### src/rtl/alu_control_seq_if.sv
// Handshake bundle between the ID-stage control unit (master) and the
// registered ALU control sequencer (slave).
interface alu_control_seq_if #(
   parameter int OP_SEL_WIDTH = 4
);
   logic                    valid_i;
   logic [2:0]              alu_op_i;
   logic [5:0]              alu_function_i;
   logic                    ready_o;
   logic [OP_SEL_WIDTH-1:0] alu_operation_o;
   logic                    op_valid_o;
   logic                    mc_start_o;
   logic                    stall_o;
   logic                    illegal_o;

   modport master (
      output valid_i, alu_op_i, alu_function_i,
      input  ready_o, alu_operation_o, op_valid_o, mc_start_o, stall_o, illegal_o
   );

   modport slave (
      input  valid_i, alu_op_i, alu_function_i,
      output ready_o, alu_operation_o, op_valid_o, mc_start_o, stall_o, illegal_o
   );
endinterface

### src/rtl/alu_control_seq.sv
// Registered ALU control decoder with MULT/DIVU sequencing: decodes ALUOp/funct
// into an ALU select and holds the front end off while the mul/div unit is busy.
module alu_control_seq #(
   parameter int OP_SEL_WIDTH  = 4,
   parameter int ENABLE_MULDIV = 1,
   parameter int MULT_CYCLES   = 4,
   parameter int DIV_CYCLES    = 32
) (
   input logic              clk,
   input logic              reset,
   alu_control_seq_if.slave bus
);
   localparam int MAX_CYCLES = (MULT_CYCLES > DIV_CYCLES) ? MULT_CYCLES : DIV_CYCLES;
   localparam int CNT_W      = (MAX_CYCLES > 1) ? $clog2(MAX_CYCLES) : 1;
   localparam logic [CNT_W-1:0] MULT_LOAD = CNT_W'(MULT_CYCLES - 1);
   localparam logic [CNT_W-1:0] DIV_LOAD  = CNT_W'(DIV_CYCLES - 1);

   typedef enum logic {IDLE, BUSY} state_e;

   state_e                  state_q, state_d;
   logic [CNT_W-1:0]        cnt_q, cnt_d;
   logic [OP_SEL_WIDTH-1:0] alu_operation_q, alu_operation_d;
   logic                    op_valid_q, op_valid_d;
   logic                    mc_start_q, mc_start_d;
   logic                    stall_q, stall_d;
   logic                    illegal_q, illegal_d;

   logic [3:0]       dec_code;
   logic             dec_illegal;
   logic             dec_multi;
   logic [CNT_W-1:0] dec_load;

   // NOTE: every output of a combinational block gets a default first, so no path leaves it unassigned and infers a latch.
   always_comb begin
      dec_code    = 4'd9;
      dec_illegal = 1'b0;
      dec_multi   = 1'b0;
      dec_load    = '0;
      unique case (bus.alu_op_i)
         3'b111: begin
            case (bus.alu_function_i)
               6'b100010: dec_code = 4'd1;
               6'b100101: dec_code = 4'd2;
               6'b100000: dec_code = 4'd3;
               6'b000000: dec_code = 4'd5;
               6'b000010: dec_code = 4'd6;
               6'b100100: dec_code = 4'd7;
               6'b100111: dec_code = 4'd8;
               6'b101010: dec_code = 4'd12;
               6'b011000: begin
                  if (ENABLE_MULDIV != 0) begin
                     dec_code  = 4'd10;
                     dec_multi = 1'b1;
                     dec_load  = MULT_LOAD;
                  end else begin
                     dec_illegal = 1'b1;
                  end
               end
               6'b011011: begin
                  if (ENABLE_MULDIV != 0) begin
                     dec_code  = 4'd11;
                     dec_multi = 1'b1;
                     dec_load  = DIV_LOAD;
                  end else begin
                     dec_illegal = 1'b1;
                  end
               end
               default: dec_illegal = 1'b1;
            endcase
         end
         // I-type ops ignore funct entirely.
         3'b100:  dec_code = 4'd3;
         3'b001:  dec_code = 4'd4;
         3'b010:  dec_code = 4'd2;
         3'b011:  dec_code = 4'd7;
         default: dec_code = 4'd9;
      endcase
   end

   always_comb begin
      state_d         = state_q;
      cnt_d           = cnt_q;
      alu_operation_d = alu_operation_q;
      stall_d         = stall_q;
      op_valid_d      = 1'b0;
      mc_start_d      = 1'b0;
      illegal_d       = 1'b0;
      unique case (state_q)
         IDLE: begin
            if (bus.valid_i) begin
               alu_operation_d = OP_SEL_WIDTH'(dec_code);
               if (dec_multi) begin
                  mc_start_d = 1'b1;
                  stall_d    = 1'b1;
                  cnt_d      = dec_load;
                  state_d    = BUSY;
               end else begin
                  op_valid_d = 1'b1;
                  illegal_d  = dec_illegal;
               end
            end
         end
         BUSY: begin
            // The BUSY->IDLE edge never accepts; ready_o is low for that whole cycle.
            if (cnt_q != '0) begin
               cnt_d = cnt_q - 1'b1;
            end else begin
               op_valid_d = 1'b1;
               stall_d    = 1'b0;
               state_d    = IDLE;
            end
         end
         default: state_d = IDLE;
      endcase
   end

   // NOTE: sequential state uses non-blocking assignments so every flop samples pre-edge values.
   always_ff @(posedge clk or posedge reset) begin
      if (reset) begin
         state_q         <= IDLE;
         cnt_q           <= '0;
         alu_operation_q <= '0;
         op_valid_q      <= 1'b0;
         mc_start_q      <= 1'b0;
         stall_q         <= 1'b0;
         illegal_q       <= 1'b0;
      end else begin
         state_q         <= state_d;
         cnt_q           <= cnt_d;
         alu_operation_q <= alu_operation_d;
         op_valid_q      <= op_valid_d;
         mc_start_q      <= mc_start_d;
         stall_q         <= stall_d;
         illegal_q       <= illegal_d;
      end
   end

   assign bus.ready_o         = (state_q == IDLE);
   assign bus.alu_operation_o = alu_operation_q;
   assign bus.op_valid_o      = op_valid_q;
   assign bus.mc_start_o      = mc_start_q;
   assign bus.stall_o         = stall_q;
   assign bus.illegal_o       = illegal_q;
endmodule
### src/flat_wrapper.sv
// flat-port wrapper written by rule: the top's interface ports become plain ports
module alu_control_seq_flat 
#(
   parameter int OP_SEL_WIDTH  = 4,
   parameter int ENABLE_MULDIV = 1,
   parameter int MULT_CYCLES   = 4,
   parameter int DIV_CYCLES    = 32
)
  (clk, reset, bus_valid_i, bus_alu_op_i, bus_alu_function_i, bus_ready_o, bus_alu_operation_o, bus_op_valid_o, bus_mc_start_o, bus_stall_o, bus_illegal_o);
  alu_control_seq_if #(.OP_SEL_WIDTH(OP_SEL_WIDTH)) bus_i ();
  input logic clk;
  input logic reset;
  input wire logic [$bits(bus_i.valid_i)-1:0] bus_valid_i;
  input wire logic [$bits(bus_i.alu_op_i)-1:0] bus_alu_op_i;
  input wire logic [$bits(bus_i.alu_function_i)-1:0] bus_alu_function_i;
  output wire logic [$bits(bus_i.ready_o)-1:0] bus_ready_o;
  output wire logic [$bits(bus_i.alu_operation_o)-1:0] bus_alu_operation_o;
  output wire logic [$bits(bus_i.op_valid_o)-1:0] bus_op_valid_o;
  output wire logic [$bits(bus_i.mc_start_o)-1:0] bus_mc_start_o;
  output wire logic [$bits(bus_i.stall_o)-1:0] bus_stall_o;
  output wire logic [$bits(bus_i.illegal_o)-1:0] bus_illegal_o;
  assign bus_i.valid_i = bus_valid_i;
  assign bus_i.alu_op_i = bus_alu_op_i;
  assign bus_i.alu_function_i = bus_alu_function_i;
  assign bus_ready_o = bus_i.ready_o;
  assign bus_alu_operation_o = bus_i.alu_operation_o;
  assign bus_op_valid_o = bus_i.op_valid_o;
  assign bus_mc_start_o = bus_i.mc_start_o;
  assign bus_stall_o = bus_i.stall_o;
  assign bus_illegal_o = bus_i.illegal_o;
  alu_control_seq #(.OP_SEL_WIDTH(OP_SEL_WIDTH), .ENABLE_MULDIV(ENABLE_MULDIV), .MULT_CYCLES(MULT_CYCLES), .DIV_CYCLES(DIV_CYCLES)) u_core (.clk(clk), .reset(reset), .bus(bus_i));
endmodule
### config.mk
export PLATFORM = sky130hd
export DESIGN_NAME = alu_control_seq_flat
export DESIGN_NICKNAME = d
export VERILOG_FILES = /design/src/rtl/alu_control_seq_if.sv /design/src/rtl/alu_control_seq.sv /design/src/flat_wrapper.sv
export SDC_FILE = /design/constraint.sdc
export NUM_CORES = 1
export LEC_CHECK = 0
export CAP_MARGIN = 25
export CELL_PAD_IN_SITES_DETAIL_PLACEMENT = 2
export CELL_PAD_IN_SITES_GLOBAL_PLACEMENT = 2
export CORE_UTILIZATION = 30
export CTS_BUF_LIST = sky130_fd_sc_hd__clkbuf_8
export DETAILED_ROUTE_END_ITERATION = 8
export PLACE_DENSITY_LB_ADDON = 0.1
export SKIP_CTS_REPAIR_TIMING = 1
export SLEW_MARGIN = 5
export SYNTH_ARGS = -nofsm -noshare
export SYNTH_HDL_FRONTEND = slang
export SYNTH_SLANG_ARGS = --single-unit
### constraint.sdc
create_clock -name clk -period 2.1 [get_ports clk]
set_clock_uncertainty 0.1 [all_clocks]
set_input_delay 0.21 -clock clk [delete_from_list [all_inputs] [get_ports clk]]
set_output_delay 0.21 -clock clk [all_outputs]
set_load 0.005 [all_outputs]
# ---- Word-level counts from Yosys, hierarchy flattened
# Index checks and enable logic that the tools add are counted.
dict set report totals {
  register_bits 14
  in_bits 12
  output_inout_bits 9
  wordCells 62
}
dict set report classes {
  n_addsub 1
  eq_ne 18
  muxes 28
  bitwise_logic 1
  n_reduce_logical 7
}
# operator count
set op_table {}
lappend op_table {{$pmux 4 s10} 1}
lappend op_table {{$eq 6x6->1 const B} 6}
lappend op_table {{$mux 5} 4}
lappend op_table {{$pmux 4 s5} 1}
lappend op_table {{$pmux 5 s2} 2}
lappend op_table {{$mux 1} 17}
lappend op_table {{$eq 6x5->1 const B} 2}
lappend op_table {{$reduce_or 10->1} 1}
lappend op_table {{$eq 3x2->1 const B} 2}
lappend op_table {{$eq 3x3->1 const B} 2}
lappend op_table {{$eq 6x2->1 const B} 1}
lappend op_table {{$logic_not 6->1} 1}
lappend op_table {{$ne 2x2->1 const B} 3}
lappend op_table {{$pmux 1 s2} 3}
lappend op_table {{$reduce_and 3->1} 2}
lappend op_table {{$reduce_bool 5->1} 1}
lappend op_table {{$sub 5x1->5 const B} 1}
lappend op_table {{$eq 3x1->1 const B} 1}
lappend op_table {{$ne 2x1->1 const B} 1}
lappend op_table {{$reduce_and 2->1} 1}
lappend op_table {{$reduce_or 2->1} 1}
lappend op_table {{$not 1->1} 1}

# ---- Longest topological paths before layout
dict set report depth {
  depth_word 7
  mapped_depth 7
}

# ---- Least setup slack after synthesis
# OpenSTA, ideal clock, no wires.
dict set report synth_timing {
  path_kind {register to register}
  from {register u_core.cnt_q[0]}
  to {register u_core.cnt_q[4]}
  setup_ns 0.126
  t_arrival_ns 1.678
  required_ns 1.874
  slack_ns 0.196
  path_stages_with_launch 8
  synth_period_minus_slack_ns 1.904
  path_cell_list {dfrtp_1 > inv_1 > ha_1 > or3b_1 > o21a_1 > o21ai_0 > mux2i_1 > a221o_1}
}
dict set report synth_via {
  elab_chain_cells 3
  word_cells_on_any_way 6
  classes_between {1 x add/sub; 1 x eq/ne; 2 x mux; 2 x reduce/logical}
}
# item line_no
set synth_rtl {}
lappend synth_rtl {{from (decl)} alu_control_seq.sv:21} ;# logic [CNT_W-1:0] cnt_q, cnt_d;
lappend synth_rtl {{from (signal assigned)} alu_control_seq.sv:129} ;# cnt_q <= cnt_d;
lappend synth_rtl {{$sub 5x1->5 or $reduce_bool 5->1 (tied branches)} {alu_control_seq.sv:106, alu_control_seq.sv:105}}
lappend synth_rtl {{$mux 5 or $ne 2x2->1 (tied branches)} -}
lappend synth_rtl {{$pmux 5 s2 or $reduce_and 3->1 (tied branches)} -}
# Parallel ways exist; a longest one is shown, timed or not. The select of a mux whose other input is x is not followed.
# A chain may end at the register's enable or synchronous reset.

# ---- Worst setup path after layout
dict set report layout_timing {
  from {register u_core.cnt_q[1]}
  to {register u_core.cnt_q[3]}
}
# Same word-level chain as after synthesis.

==> impl_metrics.csv <==
group,metric,value,unit
place,dpl.hpwl,2377,um
clock_network,cts_tree,"yes",
floorplan,die_width,58.67,um
power,total_power,0.0007478,W
place,place_ws,-0.04834,ns
setup_path,crit_type,"reg -> reg",
detailed_routing,viasPerCell,5.151,
logic_synthesis,synth.net_count,125,
power,seq_power_share,39.7,%
floorplan,start_util,31.56,%
setup_path,critical_path_peak_fanout,7,
floorplan,die-area,0.003442,mm^2
logic_synthesis,netlist-cell-type-count,38,
clock_network,cts_buffers,3,
logic_synthesis,synth_compound_area_share,21.56,%
place,numPortBuffers,20,
clock_network,clock-sinks,14,
place,gp_congestion,0.7567,
detailed_routing,drc,0,
detailed_routing,vias,989,
power,power_switching_share,26.63,%
timing,period_share,97.05,%
setup_path,worstPathArrival,2.07,ns
global_routing,grt_pass1_vias,1069,
global_routing,grtUsageTotal,19.83,%
power,p_int,0.0005486,W
power,vdd_drop_max,0.2959,mV
global_routing,grt_pass1_wl,5078,um
power,powerDensity,535.0,mW/mm^2
final_layout,synthToLayoutAreaGrowth,45.06,%
timing,hold_violations,0,
timing,fin_crit,2.038,ns
job,cap_violations,0,
timing,setup_slack,0.06195,ns
timing,holdWs,0.2172,ns
logic_synthesis,synth_mux_area_share,2.078,%
floorplan,rows,20,
logic_synthesis,synth-seq-area-share,36.36,%
logic_synthesis,synth-simple-area-share,29.61,%
clock_network,ctsRootBufferMaster,"clkbuf_8",
clock_network,cts_max_level,1,
power,p_switching,0.0001991,W
logic_synthesis,syn_inst,111,
timing,slew_viol_final,0,
floorplan,die_y,58.67,um
global_routing,antenna_found_initial,0,
power,clkPwrFrac,35.6,%
detailed_routing,drtIter0Drc,18,
logic_synthesis,synth_top_family_by_area,"simple AND/OR/NAND/NOR gates",
setup_path,cp-start-kind,"register",
outcome,outcome,"completed",
timing,fmax,490.7,MHz
logic_synthesis,synth_area_leaders,"dfrtp_1, nor2_1, o21ai_0",
detailed_routing,ant_nets,0,
final_layout,insertedDiodeCount,0,
final_layout,drive_gt1_share,20.27,%
power,p_leak,0.5926,nW
logic_synthesis,yosysTopAreaCellShare,36.36,%
power,combPwrFrac,24.7,%
setup_path,r2r_start,"u_core.cnt_q[1]",
setup_path,r2r_slack,0.06,ns
logic_synthesis,syn-cell-area,963.4,um^2
setup_path,crit_required,2.13,ns
timing,fin_setup_tns,0,ns
setup_path,rr_worst_depth,7,
logic_synthesis,synth.largest_area_cell,"dfrtp_1",
global_routing,grt-ovfl-total,0,
logic_synthesis,ys_warn_count,0,
logic_synthesis,post_synth.cell_area_avg,8.679,um^2
floorplan,core,0.003053,mm^2
logic_synthesis,synth_xor_area_share,0.9091,%
clock_network,clk_latency,0.25,ns
timing,slew_headroom,63.31,%
logic_synthesis,ys_ff_latch,14,
detailed_routing,drt-pass1-iter-count,3,
detailed_routing,wl_per_cell,15.76,um
detailed_routing,drt-total-wl,3025,um
global_routing,grt_max_degree,15,
floorplan,pin_count,21,
setup_path,end_kind,"register",
logic_synthesis,synth-adder-area-share,3.636,%
timing,worstMarginPinSlew,0.5497,ns
clock_network,clk_transition_reported_paths,0.06,ns
timing,setup_violations,0,
hold_path,hp-class,"in -> async",
clock_network,clk_path_buf_depth,2,
setup_path,r2r-end,"u_core.cnt_q[3]",
final_layout,nets,163,
## metal layers
layer / up-vias / track usage, % / routed length [um] / share of wire [%]
li1: 472 / - / - / -
met1: 494 / 24.62 / 1362 / 45
met2: 21 / 35.63 / 1550 / 51
met3: 2 / 3.956 / 92 / 3.0
met4: 0 / 4.082 / 19 / 0.63
met5: - / 0 / 0 / 0
## synthesized netlist by cell type
library cell  count
dfrtp_1          14
nor2_1           11
nand2_1           8
o21ai_0           8
a21oi_1           7
inv_1             7
nand2b_1          5
nor2b_1           5
nor3_1            5
a31oi_1           4
nand3_1           3
o31ai_1           3
a221o_1           2
buf_2             2
ha_1              2
mux2i_1           2
o21a_1            2
a211oi_1          1
a21o_1            1
a22o_1            1
a311oi_1          1
and4_1            1
buf_6             1
clkbuf_1          1
clkbuf_2          1
maj3_1            1
nand4bb_4         1
nor2_2            1
nor3b_1           1
nor4_1            1
nor4_4            1
nor4b_1           1
nor4bb_1          1
o2bb2ai_1         1
o31a_1            1
or3_1             1
or3b_1            1
xor2_1            1
## cells by family (layout without fill, tap and decap cells)
family / Yosys count / in the layout
buffers and inverters: 12 / 49
muxes: 2 / 2
AOI/OAI and AO/OA: 32 / 32
DFF: 14 / 14
adders and majority gates: 3 / 3
and+or+nand+nor: 47 / 47
xor gates and xnor gates: 1 / 1
## layout by cell type, fill, tap and decap left out, types with 2 or more instances in the layout
cell type	netlist	layout
ha_1	2	2
dfrtp_1	14	14
a221o_1	2	2
a21oi_1	7	7
inv_2	0	2
a31oi_1	4	4
nor3_1	5	5
o21ai_0	8	6
inv_1	7	5
clkbuf_8	0	4
nand3_1	3	3
mux2i_1	2	2
nor2b_1	5	5
clkdlybuf4s50_1	0	20
buf_4	0	18
nor2_1	11	11
nand2_1	8	8
o31ai_1	3	3
nand2b_1	5	5
## sequential cells by signal, summed over array words and instances, names as in the netlist
name and count:
u_core.bus.alu_operation_o 4, u_core.bus.illegal_o 1, u_core.bus.mc_start_o 1, u_core.bus.op_valid_o 1
u_core.bus.stall_o 1, u_core.cnt_q 5, u_core.state_q 1
## worst max-delay path, stage by stage (launching register included)
cell and delay, ns:
dfrtp_1 0.42, inv_2 0.08, ha_1 0.14, or3b_4 0.39, o21a_4 0.24, o21ai_2 0.15
mux2i_1 0.09, a221o_1 0.31
## power groups by stage
stage	clock network [W]	logic (W)	registers, W
after floorplan	0	0.0000859	0.000300
after detailed placement	0	0.000177	0.000301
after global placement	0	0.000167	0.000299
after CTS	0.000270	0.000179	0.000297
final	0.000266	0.000185	0.000297
after global routing	0.000284	0.000205	0.000299
## through the flow
| step | cell area [um^2] | std cells | util [%] |
|---|---|---|---|
| floorplan | 963.4 | 111 | - |
| global placement | 1301 | 185 | 42.62 |
| detailed placement | 1301 | 185 | 42.62 |
| CTS | 1356 | 189 | 44.43 |
| global route | 1398 | 192 | 45.78 |
| finish | 1398 | 192 | 45.78 |
## final cells by class
type                       count  area [um^2]
clock buffer                   4        55.05
fill                         350         1655
tap                           44        55.05
timing repair buffer          38        335.3
inverter                       7        26.28
multi-input combinational     85        575.6
sequential                    14        350.3
## how the worst max path moves through the flow
stage / cells after the start / to / slack [ns] / startpoint
final: 7 / u_core.cnt_q[3] / 0.06 / u_core.cnt_q[1]
after global routing: 7 / u_core.cnt_q[3] / -0.02 / u_core.cnt_q[0]
after CTS: 7 / u_core.cnt_q[3] / -0.14 / u_core.cnt_q[1]
after detailed placement: 7 / u_core.cnt_q[4] / -0.05 / u_core.cnt_q[1]
after global placement: 7 / u_core.cnt_q[3] / 0.02 / u_core.cnt_q[0]
after floorplan: 7 / u_core.cnt_q[4] / 0.20 / u_core.cnt_q[0]
(Power assumes the default switching activity.)
